`config.mk`:
```
export PLATFORM = sky130hd
export DESIGN_NAME = jtag_tap_gen_flat
export DESIGN_NICKNAME = d
export VERILOG_FILES = /design/src/rtl/jtag_tap_gen_if.sv /design/src/rtl/jtag_tap_gen.sv /design/src/flat_wrapper.sv
export SDC_FILE = /design/constraint.sdc
export NUM_CORES = 1
export LEC_CHECK = 0
export ABC_AREA = 1
export BUFFER_PORTS_ARGS = -buffer_cell sky130_fd_sc_hd__buf_2
export CORE_MARGIN = 1
export CORE_UTILIZATION = 61
export DETAILED_ROUTE_END_ITERATION = 7
export GPL_ROUTABILITY_DRIVEN = 0
export HOLD_SLACK_MARGIN = 0.15
export PLACE_DENSITY = 0.83
export RECOVER_POWER = 50
export SLEW_MARGIN = 10
export SYNTH_ARGS = -nofsm -noshare
export SYNTH_HDL_FRONTEND = slang
export SYNTH_SLANG_ARGS = --single-unit
```
`constraint.sdc`:
```
create_clock -name TCK -period 4.4 [get_ports TCK]
set_input_delay 0.44 -clock TCK [delete_from_list [all_inputs] [get_ports TCK]]
set_output_delay 0.44 -clock TCK [all_outputs]
set_load 0.02 [all_outputs]
```
`src/rtl/jtag_tap_gen_if.sv`:
```
// Pin-level bundle of the JTAG TAP: serial pins, state readback and the
// boundary-scan / USER register parallel ports. TCK and TRST stay outside.
interface jtag_tap_gen_if #(
    parameter int BSR_LEN    = 14,
    parameter int USER_WIDTH = 8
);
    logic                  TMS;
    logic                  TDI;
    logic                  TDO;
    logic                  tdo_en;
    logic [3:0]            tap_state;
    logic [BSR_LEN-1:0]    bsr_capture_in;
    logic [BSR_LEN-1:0]    bsr_update_out;
    logic                  bsr_mode;
    logic [USER_WIDTH-1:0] user_capture_in;
    logic [USER_WIDTH-1:0] user_update_out;
    logic                  user_update_stb;

    modport master (
        output TMS, TDI, bsr_capture_in, user_capture_in,
        input  TDO, tdo_en, tap_state, bsr_update_out, bsr_mode,
               user_update_out, user_update_stb
    );

    modport slave (
        input  TMS, TDI, bsr_capture_in, user_capture_in,
        output TDO, tdo_en, tap_state, bsr_update_out, bsr_mode,
               user_update_out, user_update_stb
    );
endinterface

```
`src/rtl/jtag_tap_gen.sv`:
```
// IEEE 1149.1 TAP controller with IR, BYPASS, IDCODE, boundary-scan and USER
// data registers. Define JTAG_USER_REG_EN to build the USER register.
module jtag_tap_gen #(
    parameter int          IR_WIDTH   = 4,
    parameter int          BSR_LEN    = 14,
    parameter int          USER_WIDTH = 8,
    parameter logic [31:0] IDCODE_VAL = 32'h1000_0001
) (
    input logic           TCK,
    input logic           TRST,
    jtag_tap_gen_if.slave jtag
);
    typedef enum logic [3:0] {
        EXIT2_DR   = 4'h0, EXIT1_DR   = 4'h1, SHIFT_DR   = 4'h2, PAUSE_DR  = 4'h3,
        SELECT_IR  = 4'h4, UPDATE_DR  = 4'h5, CAPTURE_DR = 4'h6, SELECT_DR = 4'h7,
        EXIT2_IR   = 4'h8, EXIT1_IR   = 4'h9, SHIFT_IR   = 4'hA, PAUSE_IR  = 4'hB,
        RUN_IDLE   = 4'hC, UPDATE_IR  = 4'hD, CAPTURE_IR = 4'hE, TEST_RESET = 4'hF
    } tap_state_e;

    typedef enum logic [1:0] {SEL_BSR, SEL_IDCODE, SEL_USER, SEL_BYPASS} dr_sel_e;

    localparam logic [IR_WIDTH-1:0] OP_EXTEST = '0;
    localparam logic [IR_WIDTH-1:0] OP_IDCODE = IR_WIDTH'(1);
    localparam logic [IR_WIDTH-1:0] OP_SAMPLE = IR_WIDTH'(2);
    localparam logic [IR_WIDTH-1:0] OP_USER   = IR_WIDTH'(8);

    tap_state_e            state_q, state_d;
    dr_sel_e               dr_sel;
    logic [IR_WIDTH-1:0]   ir_sh_q, ir_q;
    logic [BSR_LEN-1:0]    bsr_sh_q, bsr_upd_q;
    logic [31:0]           id_sh_q;
    logic                  byp_q;
    logic                  tms, tdi, tdo;
    logic                  enter_tlr, capture_dr, shift_dr, update_dr, shift_ir;

    assign tms = jtag.TMS;
    assign tdi = jtag.TDI;

    always_ff @(posedge TCK or negedge TRST) begin
        if (!TRST) state_q <= TEST_RESET;
        else       state_q <= state_d;
    end

    always_comb begin
        state_d = state_q;
        case (state_q)
            TEST_RESET: state_d = tms ? TEST_RESET : RUN_IDLE;
            RUN_IDLE:   state_d = tms ? SELECT_DR  : RUN_IDLE;
            SELECT_DR:  state_d = tms ? SELECT_IR  : CAPTURE_DR;
            CAPTURE_DR: state_d = tms ? EXIT1_DR   : SHIFT_DR;
            SHIFT_DR:   state_d = tms ? EXIT1_DR   : SHIFT_DR;
            EXIT1_DR:   state_d = tms ? UPDATE_DR  : PAUSE_DR;
            PAUSE_DR:   state_d = tms ? EXIT2_DR   : PAUSE_DR;
            EXIT2_DR:   state_d = tms ? UPDATE_DR  : SHIFT_DR;
            UPDATE_DR:  state_d = tms ? SELECT_DR  : RUN_IDLE;
            SELECT_IR:  state_d = tms ? TEST_RESET : CAPTURE_IR;
            CAPTURE_IR: state_d = tms ? EXIT1_IR   : SHIFT_IR;
            SHIFT_IR:   state_d = tms ? EXIT1_IR   : SHIFT_IR;
            EXIT1_IR:   state_d = tms ? UPDATE_IR  : PAUSE_IR;
            PAUSE_IR:   state_d = tms ? EXIT2_IR   : PAUSE_IR;
            EXIT2_IR:   state_d = tms ? UPDATE_IR  : SHIFT_IR;
            UPDATE_IR:  state_d = tms ? SELECT_DR  : RUN_IDLE;
            default:    state_d = TEST_RESET;
        endcase
    end

    // The edge that leaves a Shift state (TMS=1) does not shift.
    assign enter_tlr  = (state_d == TEST_RESET);
    assign capture_dr = (state_q == CAPTURE_DR);
    assign shift_dr   = (state_q == SHIFT_DR) && !tms;
    assign update_dr  = (state_q == UPDATE_DR);
    assign shift_ir   = (state_q == SHIFT_IR) && !tms;

    always_comb begin
        dr_sel = SEL_BYPASS;
        if (ir_q == OP_EXTEST || ir_q == OP_SAMPLE) dr_sel = SEL_BSR;
        else if (ir_q == OP_IDCODE)                 dr_sel = SEL_IDCODE;
`ifdef JTAG_USER_REG_EN
        else if (ir_q == OP_USER)                   dr_sel = SEL_USER;
`endif
    end

    always_ff @(posedge TCK or negedge TRST) begin
        if (!TRST) begin
            ir_sh_q <= '0;
            ir_q    <= OP_IDCODE;
        end else if (enter_tlr) begin
            ir_sh_q <= '0;
            ir_q    <= OP_IDCODE;
        end else begin
            if (state_q == CAPTURE_IR) ir_sh_q <= IR_WIDTH'(1);
            else if (shift_ir)         ir_sh_q <= {tdi, ir_sh_q[IR_WIDTH-1:1]};
            if (state_q == UPDATE_IR)  ir_q    <= ir_sh_q;
        end
    end

    // Update latches survive a TMS-driven reset; only TRST clears them.
    always_ff @(posedge TCK or negedge TRST) begin
        if (!TRST) begin
            bsr_sh_q  <= '0;
            bsr_upd_q <= '0;
            id_sh_q   <= '0;
            byp_q     <= 1'b0;
        end else if (enter_tlr) begin
            bsr_sh_q <= '0;
            id_sh_q  <= '0;
            byp_q    <= 1'b0;
        end else begin
            if (dr_sel == SEL_BSR) begin
                if (capture_dr)    bsr_sh_q  <= jtag.bsr_capture_in;
                else if (shift_dr) bsr_sh_q  <= {tdi, bsr_sh_q[BSR_LEN-1:1]};
                if (update_dr)     bsr_upd_q <= bsr_sh_q;
            end
            if (dr_sel == SEL_IDCODE) begin
                if (capture_dr)    id_sh_q <= {IDCODE_VAL[31:1], 1'b1};
                else if (shift_dr) id_sh_q <= {tdi, id_sh_q[31:1]};
            end
            if (dr_sel == SEL_BYPASS) begin
                if (capture_dr)    byp_q <= 1'b0;
                else if (shift_dr) byp_q <= tdi;
            end
        end
    end

`ifdef JTAG_USER_REG_EN
    logic [USER_WIDTH-1:0] user_sh_q, user_upd_q;
    logic                  user_stb_q;

    always_ff @(posedge TCK or negedge TRST) begin
        if (!TRST) begin
            user_sh_q  <= '0;
            user_upd_q <= '0;
            user_stb_q <= 1'b0;
        end else if (enter_tlr) begin
            user_sh_q  <= '0;
            user_stb_q <= 1'b0;
        end else begin
            user_stb_q <= update_dr && (dr_sel == SEL_USER);
            if (dr_sel == SEL_USER) begin
                if (capture_dr)    user_sh_q  <= jtag.user_capture_in;
                else if (shift_dr) user_sh_q  <= {tdi, user_sh_q[USER_WIDTH-1:1]};
                if (update_dr)     user_upd_q <= user_sh_q;
            end
        end
    end

    assign jtag.user_update_out = user_upd_q;
    assign jtag.user_update_stb = user_stb_q;
`else
    logic unused_user;
    assign unused_user          = ^jtag.user_capture_in;
    assign jtag.user_update_out = '0;
    assign jtag.user_update_stb = 1'b0;
`endif

    always_comb begin
        tdo = 1'b0;
        if (state_q == SHIFT_IR) begin
            tdo = ir_sh_q[0];
        end else if (state_q == SHIFT_DR) begin
            case (dr_sel)
                SEL_BSR:    tdo = bsr_sh_q[0];
                SEL_IDCODE: tdo = id_sh_q[0];
`ifdef JTAG_USER_REG_EN
                SEL_USER:   tdo = user_sh_q[0];
`endif
                SEL_BYPASS: tdo = byp_q;
                default:    tdo = 1'b0;
            endcase
        end
    end

    assign jtag.TDO            = tdo;
    assign jtag.tdo_en         = (state_q == SHIFT_DR) || (state_q == SHIFT_IR);
    assign jtag.tap_state      = state_q;
    assign jtag.bsr_update_out = bsr_upd_q;
    assign jtag.bsr_mode       = (ir_q == OP_EXTEST);
endmodule

```
`src/flat_wrapper.sv`:
```
// flat-port wrapper written by rule: the top's interface ports become plain ports
module jtag_tap_gen_flat 
#(
    parameter int          IR_WIDTH   = 4,
    parameter int          BSR_LEN    = 14,
    parameter int          USER_WIDTH = 8,
    parameter logic [31:0] IDCODE_VAL = 32'h1000_0001
)
  (TCK, TRST, jtag_TMS, jtag_TDI, jtag_bsr_capture_in, jtag_user_capture_in, jtag_TDO, jtag_tdo_en, jtag_tap_state, jtag_bsr_update_out, jtag_bsr_mode, jtag_user_update_out, jtag_user_update_stb);
  jtag_tap_gen_if #(.BSR_LEN(BSR_LEN), .USER_WIDTH(USER_WIDTH)) jtag_i ();
  input logic TCK;
  input logic TRST;
  input wire logic [$bits(jtag_i.TMS)-1:0] jtag_TMS;
  input wire logic [$bits(jtag_i.TDI)-1:0] jtag_TDI;
  input wire logic [$bits(jtag_i.bsr_capture_in)-1:0] jtag_bsr_capture_in;
  input wire logic [$bits(jtag_i.user_capture_in)-1:0] jtag_user_capture_in;
  output wire logic [$bits(jtag_i.TDO)-1:0] jtag_TDO;
  output wire logic [$bits(jtag_i.tdo_en)-1:0] jtag_tdo_en;
  output wire logic [$bits(jtag_i.tap_state)-1:0] jtag_tap_state;
  output wire logic [$bits(jtag_i.bsr_update_out)-1:0] jtag_bsr_update_out;
  output wire logic [$bits(jtag_i.bsr_mode)-1:0] jtag_bsr_mode;
  output wire logic [$bits(jtag_i.user_update_out)-1:0] jtag_user_update_out;
  output wire logic [$bits(jtag_i.user_update_stb)-1:0] jtag_user_update_stb;
  assign jtag_i.TMS = jtag_TMS;
  assign jtag_i.TDI = jtag_TDI;
  assign jtag_i.bsr_capture_in = jtag_bsr_capture_in;
  assign jtag_i.user_capture_in = jtag_user_capture_in;
  assign jtag_TDO = jtag_i.TDO;
  assign jtag_tdo_en = jtag_i.tdo_en;
  assign jtag_tap_state = jtag_i.tap_state;
  assign jtag_bsr_update_out = jtag_i.bsr_update_out;
  assign jtag_bsr_mode = jtag_i.bsr_mode;
  assign jtag_user_update_out = jtag_i.user_update_out;
  assign jtag_user_update_stb = jtag_i.user_update_stb;
  jtag_tap_gen #(.IR_WIDTH(IR_WIDTH), .BSR_LEN(BSR_LEN), .USER_WIDTH(USER_WIDTH), .IDCODE_VAL(IDCODE_VAL)) u_core (.TCK(TCK), .TRST(TRST), .jtag(jtag_i));
endmodule
```
==> impl_metrics.sql <==
INSERT INTO impl_metrics (metric_group, metric, value, unit) VALUES
('run_status', 'status', 'complete, but fails checks', ''),
('run_status', 'violations', 'capacitance limit, slew limit', ''),
('timing', 'layout_min_cycle_time', '3.05', 'ns'),
('global_route', 'global_route_wire_length_before_repair', '11.3', 'mm'),
('worst_setup_path', 'critical_path_top_delay_cell', 'sky130_fd_sc_hd__nand2_1', ''),
('worst_setup_path', 'endpoint_kind', 'flip-flop', ''),
('final_layout', 'layout.nets', '525', ''),
('clocking', 'post_cts.repair.setup_buffers', '0', ''),
('worst_setup_path', 'startpoint_type', 'flip-flop', ''),
('timing', 'report.final.slew_viol_count', '50', ''),
('routing', 'routed-via-count', '2906', ''),
('timing', 'timing.max_slew.rel_slack', '-0.701', ''),
('flow_run', 'drv_cap', '1', ''),
('final_layout', 'final_util', '0.679', ''),
('clocking', 'cts_tree', 'built', ''),
('clocking', 'clock_path_buffers', '2', ''),
('routing', 'dr_wl_met3', '332', 'um'),
('clocking', 'cts_inserted_buffers', '9', ''),
('routing', 'drt-total-wl', '6.62', 'mm'),
('die', 'initial_core_util', '0.632', ''),
('logic_synthesis', 'ys_warn_count', '0', ''),
('power', 'static-leakage-power', '2.24', 'nW'),
('routing', 'antenna_viol_nets_final', '0', ''),
('placed_design', 'dp_hpwl', '4.22', 'mm'),
('clocking', 'cts_repair_resize_count', '0', ''),
('worst_setup_path', 'crit_path_frequent_cell', 'sky130_fd_sc_hd__nand2_1', ''),
('worst_setup_path', 'cp_cell_sequence', 'inv_2, nor2_1, nand3_2, nor2_2, buf_4, nand2_1, o21ai_1, nand2_1, inv_1', ''),
('die', 'total_die_area', '0.00645', 'mm2'),
('timing', 'finalHoldViolations', '0', ''),
('power', 'irDropWorstVdd', '394', 'uV'),
('die', 'die_w', '80.3', 'um'),
('timing', 'final.setup.tns', '0', 'ns'),
('timing', 'worst_slew_pin_slew', '2.55', 'ns'),
('timing', 'setup_violations', '0', ''),
('worst_setup_path', 'critical-path-top-delay-family', 'simple AND/OR/NAND/NOR gates', ''),
('global_route', 'first_global_vias', '2610', ''),
('global_route', 'global_route.usage.total', '0.231', ''),
('placed_design', 'number_of_input_and_output_port_buffers_inserted', '38', ''),
('logic_synthesis', 'yosys_register_bits', '73', ''),
('logic_synthesis', 'yosys-top-cells-area', 'sky130_fd_sc_hd__dfrtp_1 45%, sky130_fd_sc_hd__nand2_1 11%, sky130_fd_sc_hd__inv_1 10%, sky130_fd_sc_hd__o22ai_1 4.7%, sky130_fd_sc_hd__dfstp_2 3.5%', ''),
('worst_setup_path', 'critPathBufInv', '3', ''),
('routing', 'wl_met2', '3.10', 'mm'),
('routing', 'routed_wire_length_per_instance', '11.4', 'um'),
('clocking', 'root_buffer', 'sky130_fd_sc_hd__clkbuf_8', ''),
('logic_synthesis', 'syn_area', '0.00374', 'mm2'),
('die', 'fp.dieH', '80.3', 'um'),
('clocking', 'clock-sinks', '73', ''),
('global_route', 'grt_overflow_total', '0', ''),
('routing', 'drt_pass1_iterations', '4', ''),
('timing', 'fmaxAchievable', '0.328', 'GHz'),
('logic_synthesis', 'synth_area_leader_cell', 'sky130_fd_sc_hd__dfrtp_1', ''),
('min_path', 'hp-class', 'in2reg', ''),
('worst_setup_path', 'critPathMaxFanout', '31', ''),
('worst_setup_path', 'cp_data_arrival_time', '3.34', 'ns'),
('logic_synthesis', 'synth.lib_cells_used.distinct', '29', ''),
('routing', 'remaining_drc_errors', '0', ''),
('logic_synthesis', 'syn-mean-instance-area', '8.00', 'um2'),
('die', 'io-pin-count', '56', ''),
('power', 'cellPowerDensity', '699', 'mW/mm2'),
('routing', 'met1_length', '3.07', 'mm'),
('die', 'placeableCoreArea', '0.00592', 'mm2'),
('global_route', 'antenna_violations_before_repair', '0', ''),
('logic_synthesis', 'synth_largest_type_area_fraction', '0.455', ''),
('worst_setup_path', 'type_of_the_worst_setup_path', 'reg2reg', ''),
('worst_setup_path', 'crit_path_max_incr_delay', '0.63', 'ns'),
('routing', 'post_drt_via_cell_ratio', '5.02', ''),
('final_layout', 'final_layout_size_suffix_gt1_frac', '0.157', ''),
('logic_synthesis', 'netlist_instances', '468', ''),
('clocking', 'hold_buffers', '0', ''),
('final_layout', 'diodes', '0', ''),
('clocking', 'worstSkewPairLatency', '0.35', 'ns');
## worst register-to-register path: cells and delay by family, from the launching register on
kind / cells / cell delay (ns)
AOI/OAI and AO/OA: 1 / 0.36
buffers and inverters: 3 / 0.48
and+or+nand+nor: 5 / 1.55
DFF: 1 / 0.61
## layout by cell type (no fill, tap or decap), types with 2 or more instances in the layout
cell / n
sky130_fd_sc_hd__o22ai_1: 28
sky130_fd_sc_hd__dfstp_1: 2
sky130_fd_sc_hd__buf_2: 23
sky130_fd_sc_hd__clkbuf_8: 10
sky130_fd_sc_hd__inv_1: 104
sky130_fd_sc_hd__nand4_1: 2
sky130_fd_sc_hd__buf_4: 3
sky130_fd_sc_hd__clkbuf_1: 15
sky130_fd_sc_hd__inv_2: 6
sky130_fd_sc_hd__nor2_1: 18
sky130_fd_sc_hd__o21ai_1: 25
sky130_fd_sc_hd__clkinvlp_4: 3
sky130_fd_sc_hd__o21ai_0: 14
sky130_fd_sc_hd__dfstp_2: 3
sky130_fd_sc_hd__nand3_1: 21
sky130_fd_sc_hd__nand2_2: 10
sky130_fd_sc_hd__conb_1: 9
sky130_fd_sc_hd__nand2_1: 109
sky130_fd_sc_hd__o21ai_2: 14
sky130_fd_sc_hd__a21oi_1: 5
sky130_fd_sc_hd__dfrtp_1: 68
## cells by family after synthesis
family	after synthesis	share of synthesized area
buffers and inverters	140	0.172
AND/OR/NAND/NOR	166	0.196
AO/OA/AOI/OAI	88	0.142
flip-flops	73	0.490
other	1	0.00100
## flip-flops by register name (all words and copies together) (netlist names)
| signal | flops |
|---|---|
| u_core.id_sh_q | 32 |
| u_core.jtag.bsr_update_out | 14 |
| u_core.bsr_sh_q | 14 |
| u_core.ir_q | 4 |
| u_core.ir_sh_q | 4 |
| u_core.byp_q | 1 |
| u_core.jtag.tap_state | 4 |
## per-layer routing
layer | global-route usage | vias to the layer above
met4 | 0.0982 | 0
met3 | 0.0523 | 12
li1 | - | 1481
met2 | 0.397 | 74
met1 | 0.280 | 1339
met5 | 0 | -
## Yosys cell counts, drive strengths merged
cell and count:
nand2 119, inv 110, dfrtp 68, o21ai 53, buf 29, o22ai 28, nand3 23, nor2 20
a21oi 5, dfstp 5, nand4 2, a31oi 1, clkinv 1, conb 1, nor3b 1, o211ai 1
or3 1
## stage by stage
step | cell area, um2 | worst slack, ns | power (W) | hold slack, ns
final | 4020 | 1.35 | 0.00281 | 0.353
after global routing | 4020 | 1.09 | 0.00305 | 0.372
after CTS | 4060 | 1.83 | 0.00286 | 0.315
after detailed placement | 3850 | 1.88 | 0.00231 | 0.465
after global placement | 3850 | 1.92 | 0.00226 | 0.460
after floorplan | 3770 | 2.58 | 0.00209 | 0.144
## final cells by class
| cell class | instances | area (um2) |
|---|---|---|
| timing repair buffer | 41 | 194 |
| sequential | 73 | 1830 |
| clock buffer | 10 | 138 |
| clock inverter | 6 | 66.3 |
| multi-input combinational | 263 | 1280 |
| tap | 75 | 93.8 |
| inverter | 111 | 417 |
| fill | 514 | 1900 |
## final timing paths
kind	from	endpoint	depth (start not counted)
max reg2reg	u_core.jtag.tap_state[1]	u_core.id_sh_q[1]	9
max	u_core.jtag.tap_state[1]	u_core.id_sh_q[1]	9
max in group asynchronous	TRST	u_core.ir_q[0]	2
min	jtag_TDI	u_core.id_sh_q[31]	3
min in group asynchronous	TRST	u_core.jtag.bsr_update_out[8]	1
min reg2reg	u_core.jtag.bsr_update_out[7]	u_core.jtag.bsr_update_out[7]	2
## report_power, final
part	switching, W	internal [W]
Sequential	0.000126	0.000944
Clock	0.000263	0.000278
Combinational	0.000814	0.000386
(Power assumes the default switching activity.)
